===== src/rtl/inst_fetch_unit_pkg.sv =====
// Shared types and constants for the MIPS32 instruction fetch front end.
// The optional FETCH_ALIGN_CHECK_EN macro is consumed by the fetch unit files.
package inst_fetch_unit_pkg;

  localparam int ADDR_W = 32;
  localparam int INST_W = 32;

  localparam logic [INST_W-1:0] NOP_INST = 32'h0000_0000;

  typedef enum logic [1:0] {
    S_REQ  = 2'd0,
    S_WAIT = 2'd1,
    S_HOLD = 2'd2,
    S_ERR  = 2'd3
  } if_state_e;

  function automatic logic [ADDR_W-1:0] align_word(input logic [ADDR_W-1:0] addr);
    return addr & ~ADDR_W'(3);
  endfunction

endpackage


===== src/rtl/inst_fetch_unit_pc_reg.sv =====
// PC register with next-PC selection and a single pending-redirect slot.
// Without FETCH_ALIGN_CHECK_EN redirect targets are forced to a word boundary.
module inst_fetch_unit_pc_reg
  import inst_fetch_unit_pkg::*;
#(
  parameter logic [ADDR_W-1:0] RESET_PC = 32'h0000_0000
) (
  input  logic              clk,
  input  logic              rst,
  input  logic              advance,
  input  logic              squash,
  input  logic              redirect,
  input  logic [ADDR_W-1:0] redirect_pc,
  output logic [ADDR_W-1:0] pc,
  output logic              pending
);

  logic [ADDR_W-1:0] pc_q, pc_d;
  logic              pend_valid_q, pend_valid_d;
  logic [ADDR_W-1:0] pend_pc_q, pend_pc_d;
  logic [ADDR_W-1:0] target;
  logic [ADDR_W-1:0] next_pc;

`ifdef FETCH_ALIGN_CHECK_EN
  assign target = redirect_pc;
`else
  assign target = align_word(redirect_pc);
`endif

  // A redirect seen this cycle beats an older pending one; pc+4 wraps naturally.
  always_comb begin
    pc_d         = pc_q;
    pend_valid_d = pend_valid_q;
    pend_pc_d    = pend_pc_q;
    if (redirect)          next_pc = target;
    else if (pend_valid_q) next_pc = pend_pc_q;
    else                   next_pc = pc_q + ADDR_W'(4);
    if (advance || squash) begin
      pc_d         = next_pc;
      pend_valid_d = 1'b0;
    end else if (redirect) begin
      pend_valid_d = 1'b1;
      pend_pc_d    = target;
    end
  end

  always_ff @(posedge clk) begin
    if (rst) begin
      pc_q         <= RESET_PC;
      pend_valid_q <= 1'b0;
      pend_pc_q    <= '0;
    end else begin
      pc_q         <= pc_d;
      pend_valid_q <= pend_valid_d;
      pend_pc_q    <= pend_pc_d;
    end
  end

  assign pc      = pc_q;
  assign pending = pend_valid_q;

endmodule


===== src/rtl/inst_fetch_unit.sv =====
// MIPS32 fetch front end: owns the PC, runs a req/ack fetch and presents one registered word.
// Optional FETCH_ALIGN_CHECK_EN traps a misaligned PC into a sticky error state.
module inst_fetch_unit
  import inst_fetch_unit_pkg::*;
#(
  parameter logic [ADDR_W-1:0] RESET_PC = 32'h0000_0000
) (
  input  logic              clk,
  input  logic              rst,
  input  logic              stall,
  input  logic              redirect_en,
  input  logic [ADDR_W-1:0] redirect_pc,
  output logic              imem_req,
  output logic [ADDR_W-1:0] imem_addr,
  input  logic              imem_ack,
  input  logic [INST_W-1:0] imem_rdata,
  output logic [INST_W-1:0] inst,
  output logic [ADDR_W-1:0] inst_pc,
  output logic [ADDR_W-1:0] pc_plus4,
  output logic              inst_valid,
  output logic              fetch_misalign,
  output if_state_e         dbg_state
);

  if_state_e         state_q, state_d;
  logic [INST_W-1:0] inst_q, inst_d;
  logic [ADDR_W-1:0] inst_pc_q, inst_pc_d;
  logic              inst_valid_q, inst_valid_d;
  logic              misalign_q, misalign_d;
  logic [ADDR_W-1:0] pc;
  logic              pend_valid;
  logic              advance, squash;
  logic              pc_misaligned;

`ifdef FETCH_ALIGN_CHECK_EN
  assign pc_misaligned = (pc[1:0] != 2'b00);
`else
  assign pc_misaligned = 1'b0;
`endif

  inst_fetch_unit_pc_reg #(.RESET_PC(RESET_PC)) u_pc_reg (
    .clk         (clk),
    .rst         (rst),
    .advance     (advance),
    .squash      (squash),
    .redirect    (redirect_en),
    .redirect_pc (redirect_pc),
    .pc          (pc),
    .pending     (pend_valid)
  );

  // Handshake: imem_req stays high with imem_addr stable until the cycle imem_ack=1;
  // imem_rdata is consumed only in that cycle, ack may arrive in the first req cycle.
  assign imem_req  = !rst && (((state_q == S_REQ) && !pc_misaligned) || (state_q == S_WAIT));
  assign imem_addr = pc;

  always_comb begin
    state_d      = state_q;
    inst_d       = inst_q;
    inst_pc_d    = inst_pc_q;
    inst_valid_d = inst_valid_q;
    misalign_d   = misalign_q;
    advance      = 1'b0;
    squash       = 1'b0;
    case (state_q)
      S_REQ, S_WAIT: begin
        if ((state_q == S_REQ) && pc_misaligned) begin
          state_d    = S_ERR;
          misalign_d = 1'b1;
        end else if (imem_ack) begin
          if (redirect_en || pend_valid) begin
            // Fetch was overtaken by a redirect: drop the data and refetch at the target.
            squash  = 1'b1;
            state_d = S_REQ;
          end else begin
            inst_d       = imem_rdata;
            inst_pc_d    = pc;
            inst_valid_d = 1'b1;
            state_d      = S_HOLD;
          end
        end else begin
          state_d = S_WAIT;
        end
      end
      S_HOLD: begin
        if (!stall) begin
          advance      = 1'b1;
          inst_valid_d = 1'b0;
          state_d      = S_REQ;
        end
      end
      S_ERR: begin
        misalign_d   = 1'b1;
        inst_valid_d = 1'b0;
      end
      default: state_d = S_REQ;
    endcase
  end

  always_ff @(posedge clk) begin
    if (rst) begin
      state_q      <= S_REQ;
      inst_q       <= NOP_INST;
      inst_pc_q    <= '0;
      inst_valid_q <= 1'b0;
      misalign_q   <= 1'b0;
    end else begin
      state_q      <= state_d;
      inst_q       <= inst_d;
      inst_pc_q    <= inst_pc_d;
      inst_valid_q <= inst_valid_d;
      misalign_q   <= misalign_d;
    end
  end

  assign inst           = inst_q;
  assign inst_pc        = inst_pc_q;
  assign pc_plus4       = inst_pc_q + ADDR_W'(4);
  assign inst_valid     = inst_valid_q;
  assign fetch_misalign = misalign_q;
  assign dbg_state      = state_q;

endmodule


===== config.mk =====
export PLATFORM = sky130hd
export DESIGN_NAME = inst_fetch_unit
export DESIGN_NICKNAME = d
export VERILOG_FILES = /design/src/rtl/inst_fetch_unit_pkg.sv /design/src/rtl/inst_fetch_unit_pc_reg.sv /design/src/rtl/inst_fetch_unit.sv
export SDC_FILE = /design/constraint.sdc
export NUM_CORES = 1
export LEC_CHECK = 0
export CAP_MARGIN = 20
export CORE_ASPECT_RATIO = 2
export CORE_MARGIN = 2
export CORE_UTILIZATION = 42
export DETAILED_ROUTE_END_ITERATION = 6
export GPL_ROUTABILITY_DRIVEN = 0
export PLACE_DENSITY = 0.89
export SLEW_MARGIN = 20
export SYNTH_ARGS = -nofsm -noshare
export SYNTH_HDL_FRONTEND = slang
export SYNTH_SLANG_ARGS = --single-unit
export TNS_END_PERCENT = 100

===== constraint.sdc =====
create_clock -name clk -period 2.1 [get_ports clk]
set_clock_uncertainty 0.05 [all_clocks]
set_input_delay 0.525 -clock clk [delete_from_list [all_inputs] [get_ports clk]]
set_output_delay 0.525 -clock clk [all_outputs]
set_load 0.01 [all_outputs]

After elaboration in Yosys (flattened, before gate mapping)
Cells that the tools add are included.
W data, S select, Z words.
{"block": "word_totals", "input_bits": 69, "reg_bits": 131, "out_inout_bits": 133, "wordCells": 46}
{"block": "op_classes", "mux": 15, "bitwise": 2, "eq_ne": 6, "n_reduce_logical": 13, "add_sub_neg": 2}
{"cell": "$add A32 B3 Y32 const B", "n": 2}
{"cell": "$mux W32", "n": 2}
{"cell": "$mux W1", "n": 8}
{"cell": "$mux W2", "n": 3}
{"cell": "$ne A2 B2 Y1 const B", "n": 3}
{"cell": "$reduce_and A3 Y1", "n": 2}
{"cell": "$eq A2 B2 Y1 const B", "n": 2}
{"cell": "$pmux W2 S2", "n": 1}
{"cell": "$reduce_and A2 Y1", "n": 2}
{"cell": "$reduce_or A2 Y1", "n": 2}
{"cell": "$logic_or A1 B1 Y1", "n": 3}
{"cell": "$pmux W1 S3", "n": 1}
{"cell": "$eq A2 B1 Y1 const B", "n": 1}
{"cell": "$logic_not A2 Y1", "n": 1}
{"cell": "$not A1 Y1", "n": 2}
{"cell": "$reduce_bool A2 Y1", "n": 1}
{"cell": "$logic_and A1 B1 Y1", "n": 1}
{"cell": "$logic_not A1 Y1", "n": 1}

Longest topological paths before layout
Gate-level depths: netlist of the first run.
{"block": "depth", "ltp_word": 7, "depth_mapped": 8, "mapped_depth_nobuf": 6}

Modules after synthesis
Synthesis of the first run repeated with hierarchy kept, for this count alone.
{"block": "unflattened", "cells_unflattened": 818, "area_unflattened_um2": 6304.8}
{"module": "inst_fetch_unit_pc_reg", "cells_each": 436, "instances": 1, "seq_area_each_um2": 1221.2, "area_each_um2": 3392.0}
{"module": "inst_fetch_unit", "cells_each": 382, "instances": 1, "seq_area_each_um2": 1361.3, "area_each_um2": 2912.8}

Worst setup path after synthesis of the first run
OpenSTA, ideal clock, no wires.
{"block": "synth_path", "kind": "register -> output", "start": "reg inst_pc_q[4], in the netlist inst_pc[4]", "end": "out pc_plus4[27]", "path_stages_with_launch": 6, "required_time_ns": 1.525, "setup_slack_ns": -0.173, "t_arrival_ns": 1.698, "path_buffers": 0, "cell_sequence": "dfxtp_1 > and4_1 > nand4_1 > nor3_2 > nand4_1 > xnor2_1"}
{"block": "synth_via", "elab_chain_cells": 1}
{"item": "from (decl)", "line": "inst_fetch_unit.sv:27", "text": "logic [ADDR_W-1:0] inst_pc_q, inst_pc_d;"}
{"item": "from (signal assigned)", "line": "inst_fetch_unit.sv:110", "text": "inst_pc_q <= inst_pc_d;"}
{"item": "$add A32 B3 Y32", "line": "inst_fetch_unit.sv:118", "text": "assign pc_plus4 = inst_pc_q + ADDR_W'(4);"}
{"item": "to (decl)", "line": "inst_fetch_unit.sv:19", "text": "output logic [ADDR_W-1:0] pc_plus4,"}
No other way between the ends.

Worst setup path in the final report of the first run
{"block": "layout_path", "start": "reg inst_pc_q[18], in the netlist inst_pc[18]", "end": "out pc_plus4[31]"}
The elaborated chain is that of the path after synthesis.

==> run metrics, run 1 <==
ANT cells 0; final setup fails 23; RSZ-0062 raised after global routing true; Final min period between 2000 and 3000 ps; CTS tree done; syn_area_per_cell 7.51 sq um; largest net degree at the start of global routing 95; initial DRC count approximately 490; type of origin of the critical path flip-flop; Combinational Power Share between 10% and 20%; All-Layer GR Usage 26.7%; TritonRoute pass-1 iters 5; Clk pwr share roughly 43%; CTS root buffer clkbuf_16; Gate Count Post-Synth about 800; Synth Cell Area between 6000 and 7000 sq um; final instance area a little under 10000 sq um; Total Nets Final about 1200; hold buffers post-CTS 0; vias in the first global route 6794; total congestion overflow 0; final hold vios 0; final cycle utilization of the critical path 123%; Final Max Tran Viols 0; dpl cell area approximately 9000 sq um; Setup WS post-layout -493 ps; Avg WL per Cell between 15 and 20 microns; warnings from Yosys 0; number of CTS-inserted buffers 17; first-pass GRT wire length 33000 microns; Die W approximately 89 microns; Final ANT Viol Nets 0; outcome finished, violations left; routed via count between 7000 and 8000; number of flops mapped to enable cells by yosys 0; DP Cell Count 1236; DR DRC count 0; CTS sink cnt 127; share of cells above drive strength 1 between 20 and 25%; fill cell count between 1000 and 1500; fin util around 70%; Worst-Skew Late Latency 410 ps; final wirelength between 20000 and 25000 microns; Final Power ~0.0064 W; clk buf depth 2; pwr dens between 600 and 700 nW/um^2; initial core utilization roughly 43%; asr flop ratio synth 0%; Hold Crit Class flip-flop to flip-flop; DR vias/cell between 5 and 6; Peak supply drop 0.637 mV; CTS clk-pin slew, worst paths 50 ps; Die H between 150 and 200 microns; CP Class flip-flop to primary output; Sw Share about a quarter; Main synth FF type dfxtp_1; input/output buffers 193; achievable frequency ~390 MHz; antenna violations before repair 0; Reg power frac approximately 41%; Core ar. between 10000 and 15000 sq um; critical path arrival ~2000 ps; H-tree Lvls 4; CP Data Required Time around 1500 ps; failing checks negative setup slack; Row Count 62; area grow syn2layout 60.3%; Max Fanout on Critical Path 3; Post-Layout Cell Count 1288; Worst setup EP type primary output; Yosys cell types between 50 and 60; max_cap viols 0; Int Pwr 0.00471 W; sw power 0.00167 W; Ports 202; die area between 15000 and 20000 sq um; sequential fraction of the synthesis area a little over two fifths; DP HPWL around 15000 microns; Leak Pwr roughly 3.8 nW; #FFs+latches synth ~130
[power groups by stage]
stage | clock [W] | sequential [W] | combinational [W]
3_5_place_dp | 0 | 0.00267 | 0.000996
2_1_floorplan | 0 | 0.00270 | 0.000412
5_1_grt | 0.00290 | 0.00264 | 0.00109
3_3_place_gp | 0 | 0.00266 | 0.000977
4_1_cts | 0.00278 | 0.00262 | 0.000995
6_report | 0.00275 | 0.00262 | 0.00101
[synth_stat cells (all sizes together) (5+ instances only)]
cell type / number / area share (%)
a21oi: 126 / 10
a22oi: 20 / 2.5
a31oi: 7 / 0.72
and3: 7 / 0.72
and4: 10 / 1.4
buf: 19 / 2.0
clkbuf: 45 / 2.8
dfxtp: 127 / 42
inv: 10 / 0.62
nand2: 221 / 14
nand2b: 7 / 0.72
nand3: 17 / 1.4
nand4: 25 / 2.6
nor2: 32 / 2.0
nor3: 8 / 0.74
nor4: 5 / 0.62
o21ai: 31 / 2.6
o32ai: 6 / 0.86
xnor2: 19 / 2.7
xor2: 9 / 1.3
[cell families (layout without fill, tap and decap cells)]
logic type / count (synthesis) / count (layout) / share of synthesized area [%]
xor+xnor: 28 / 28 / 4.04
fa+ha+maj: 2 / 2 / 0.412
flops: 127 / 127 / 41.8
mux: 3 / 3 / 0.494
simple gates: 350 / 350 / 26.0
other cells: 1 / 6 / 0.0617
compound gates: 224 / 224 / 21.7
buf+inv: 74 / 356 / 5.41
[layout make-up]
class	count	area, sq um	share of cell area, %
Tap cell	192	240	2.47
Sequential cell	127	2570	26.4
Multi-Input combinational cell	613	3490	35.8
Timing Repair Buffer	314	2850	29.3
Inverter	10	37.5	0.385
Clock inverter	10	88.8	0.912
Clock buffer	22	464	4.77
[critical path, stage by stage, from the launching register on]
cell     delay [ps]
dfxtp_1         340
buf_4           120
nand4_1         140
nor3_2          190
buf_4           180
buf_6           110
and3_4          180
nand3_2          80
xnor2_1         150
buf_2           140
[metrics by stage]
step           setup WS, ps  TNS (ps)  hold slack (ps)
6_report               -493     -7930              401
5_1_grt                -601    -10520              413
4_1_cts                -520     -7880              403
3_5_place_dp           -558    -23340              396
3_3_place_gp           -462    -20800              391
2_1_floorplan        -0.322    -0.322              386
[cells in the final DEF, fill, tap and decap left out, types with 5 or more instances in the layout]
cell,n
nand4_1,25
conb_1,6
inv_1,10
o32ai_1,6
a21oi_1,125
dfxtp_2,22
and3_1,5
nor2_1,23
o21ai_0,31
buf_6,18
nand2_1,217
dlymetal6s2s_1,5
buf_4,98
nor2_4,8
nand3_1,11
xnor2_2,7
and4_1,8
dfxtp_1,105
xor2_1,9
buf_12,6
clkbuf_16,17
nor3_1,5
nand2b_1,6
a31oi_1,7
buf_2,26
xnor2_1,12
clkdlybuf4s50_1,156
a22oi_1,20
[worst paths after layout]
kind | endpoint | cells past startpoint | startpoint | slack [ps]
setup / recovery | pc_plus4[31] | 9 | inst_pc[18]$_SDFFE_PP0P_ | -490
setup reg to reg | u_pc_reg.pc[15]$_SDFFE_PP0P_ | 7 | dbg_state[1]$_SDFFE_PP0P_ | 80
hold / removal | inst[0]$_SDFFE_PP0P_ | 2 | inst[0]$_SDFFE_PP0P_ | 400
hold reg to reg | inst[0]$_SDFFE_PP0P_ | 2 | inst[0]$_SDFFE_PP0P_ | 400
[routing by layer]
metal	track usage, %	share of wire (%)
met1	27.5	35
met2	48.1	53
met3	5.08	6.6
met4	15.2	5.6
met5	0	0
[registers in the layout (all words and copies together), names as in the netlist]
name and flops:
inst 32, inst_pc 30, u_pc_reg.pc 30, u_pc_reg.pend_pc_q 30, dbg_state 2, fetch_misalign 1
inst_valid 1, u_pc_reg.pending 1
[what timing repair did]
| item | CTS | global route |
|---|---|---|
| setup buffers | 9 | 13 |
| setup endpoints to repair | 35 | 42 |
| pin swaps | 19 | 23 |
| gates resized for setup | 162 | 38 |
Note: power is estimated with default switching activity, not from simulation.
==> run 2: changes to the inputs <==
- ABC_CLOCK_PERIOD_IN_PS: default -> 2100
- GPL_TIMING_DRIVEN: default -> 1
- PLACE_DENSITY: 0.89 -> 0.88
==> run 2 against run 1 <==
Highest routed layer unchanged; wire length grew 2.3%; sequential power hardly changed; via count grew 0.43%; core utilization is 0.54 points higher; sequential share of layout area decreased by 0.14 points; combinational power barely moved; sequential cell count stayed put; the flow still finishes with violations (negative setup slack); largest cell class unchanged; cell count hardly changed; first-iteration DRC count is 12% lower; non-clock buffer count is 1 higher.
==> run metrics, run 2 (same netlist as run 1, synthesis figures left out) <==
Peak supply drop 0.578 mV (-9.3%); final setup fails 23 (unchanged); Combinational Power Share 14.9% (-0.9 points); worst-margin pin slew roughly 760 ps; RSZ-0062 raised after global routing true; DR vias/cell 5.56 (+0.36%); Reg2Reg Depth 7 (unchanged); Row Count 62 (unchanged); Core ar. 14300 sq um (unchanged); input/output buffers 193 (unchanged); first-pass GRT wire length 33100 microns (+0.33%); number of CTS-inserted buffers 17 (unchanged); final cycle utilization of the critical path 125% (+1.2 points); total congestion overflow 0 (unchanged); critical path arrival 2040 ps (+20 ps); pwr dens 686 nW/um^2 (+4.6%); largest net degree at the start of global routing 71 (-25%); CP Data Required Time 1520 ps (about the same); Final min period 2620 ps (+25.7 ps); initial DRC count 432 (-12%); Final Max Tran Viols 0 (unchanged); vias in the first global route 6674 (-1.8%); Max Fanout on Critical Path 3 (unchanged); Max stage delay on crit path 330 ps (about the same); Crit-path slowest cell dfxtp_2; Total Nets Final 1155 (+0.087%); Die H 174 microns (unchanged); Ports 202 (unchanged); Worst-Skew Late Latency 410 ps (about the same); CP cell instances and4_4 -> nand4_1 -> buf_6 -> nor3_4 -> buf_6 -> nand4_1 -> xnor2_2 -> buf_2; CTS clk-pin slew, worst paths 60 ps (about the same); H-tree Lvls 4 (unchanged); CTS sink cnt 127 (unchanged); DR DRC count 0 (unchanged); All-Layer GR Usage 26.9% (+0.25 points); outcome finished, violations left; achievable frequency 382 MHz (-0.98%); final wirelength 22200 microns (+2.3%); max_cap viols 0 (unchanged); commonest non-fill, non-tap cell in the layout nand2_1; Post-Layout Cell Count 1289 (+0.078%); busiest metal layer after global routing met2; M3 GR Usage 5.46% (+0.38 points); hold depth 2 (unchanged); failing checks negative setup slack; slew margin rel. just under 50%; Hold Crit Class flip-flop to flip-flop; routed via count 7170 (+0.43%); Worst setup EP type primary output; antenna violations before repair 0 (unchanged); final hold vios 0 (unchanged); setup TNS -8280 ps (-349 ps); TritonRoute pass-1 iters 5 (unchanged); share of cells above drive strength 1 23.1% (+0.80 points); CTS root buffer clkbuf_16; DP HPWL 15300 microns (+1.7%); clk buf depth 2 (unchanged); most frequent cells in the layout 216 x nand2_1, 155 x clkdlybuf4s50_1, 125 x a21oi_1; Int Pwr 0.00500 W (+6.0%); Avg WL per Cell 17.2 microns (+2.2%); initial core utilization 42.6% (unchanged); max reg flops 32 (unchanged); met2 usage 48.3% (+0.22 points); Reg power frac 39.0% (-2.1 points); CTS tree done; ANT cells 0 (unchanged); die area 15500 sq um (unchanged); CP Class flip-flop to primary output; DP Cell Count 1239 (+0.24%); Leak Pwr 3.88 nW (+1.3%); Die W 89.1 microns (unchanged); Setup WS post-layout -519 ps (-25.7 ps); Clk pwr share 46.1% (+3.0 points); Final ANT Viol Nets 0 (unchanged); sw power 0.00174 W (+3.7%); area grow syn2layout 61.5%; hold buffers post-CTS 0 (unchanged); GR Layer Usage met1 27.6% (+0.049 points); Sw Share 25.8% (-0.43 points); type of origin of the critical path flip-flop
run 2: final timing paths:
check | from | slack [ps] | to
max | inst_pc[7]$_SDFFE_PP0P_ | -520 | pc_plus4[27]
min | inst[10]$_SDFFE_PP0P_ | 400 | inst[10]$_SDFFE_PP0P_
max reg2reg | u_pc_reg.pc[3]$_SDFFE_PP0P_ | 80 | u_pc_reg.pc[30]$_SDFFE_PP0P_
min reg2reg | inst[10]$_SDFFE_PP0P_ | 400 | inst[10]$_SDFFE_PP0P_
run 2: metal layers:
metal,vias to the layer above,share of wire (%)
met5,-,0
met4,0,6.0
met3,106,6.3
met2,376,54
met1,3315,34
li1,3373,-
run 2: area by class of cell:
type	instances	area (sq um)
Fill cell	1090	4460
Clock inverter	11	153
Sequential cell	127	2580
Multi-Input combinational cell	613	3510
Clock buffer	21	470
Inverter	10	37.5
Timing Repair Buffer	315	2830
Tap cell	192	240
run 2: stage by stage:
step	utilization (%)	worst slack, ps	total power [W]	area [sq um]	hold slack (ps)
3_5_place_dp	61.9	-496	0.00365	8840	396
3_3_place_gp	61.9	-474	0.00363	8840	391
2_1_floorplan	-	-0.322	0.00311	6130	386
4_1_cts	67.3	-543	0.00675	9610	404
6_report	68.8	-519	0.00674	9820	402
5_1_grt	68.8	-576	0.00697	9820	416
run 2: what timing repair did:
action,in CTS,in global routing
resized for setup,162,48
endpoints found under the hold margin,0,0
pin swaps,21,17
setup buffers,11,10
setup endpoints to repair,35,48
run 2: power groups by stage:
stage	registers [W]	logic (W)	clock network [W]
after CTS	0.00262	0.000987	0.00314
after detailed placement	0.00267	0.000983	0
final	0.00263	0.00100	0.00311
after floorplan	0.00270	0.000412	0
after global placement	0.00266	0.000967	0
after global routing	0.00264	0.00108	0.00326
run 2: worst max-delay path: cells and delay by family (launching register included):
| family | cells | cell delay [ps] |
|---|---|---|
| and+or+nand+nor | 4 | 700 |
| buffers and inverters | 3 | 440 |
| DFF | 1 | 330 |
| xor gates and xnor gates | 1 | 160 |
==> run 3: changes to the inputs <==
- ABC_CLOCK_PERIOD_IN_PS: 2100 -> default
==> results of run 3 <==
The final DEF is identical to that of run 2; final timing and power are the same.
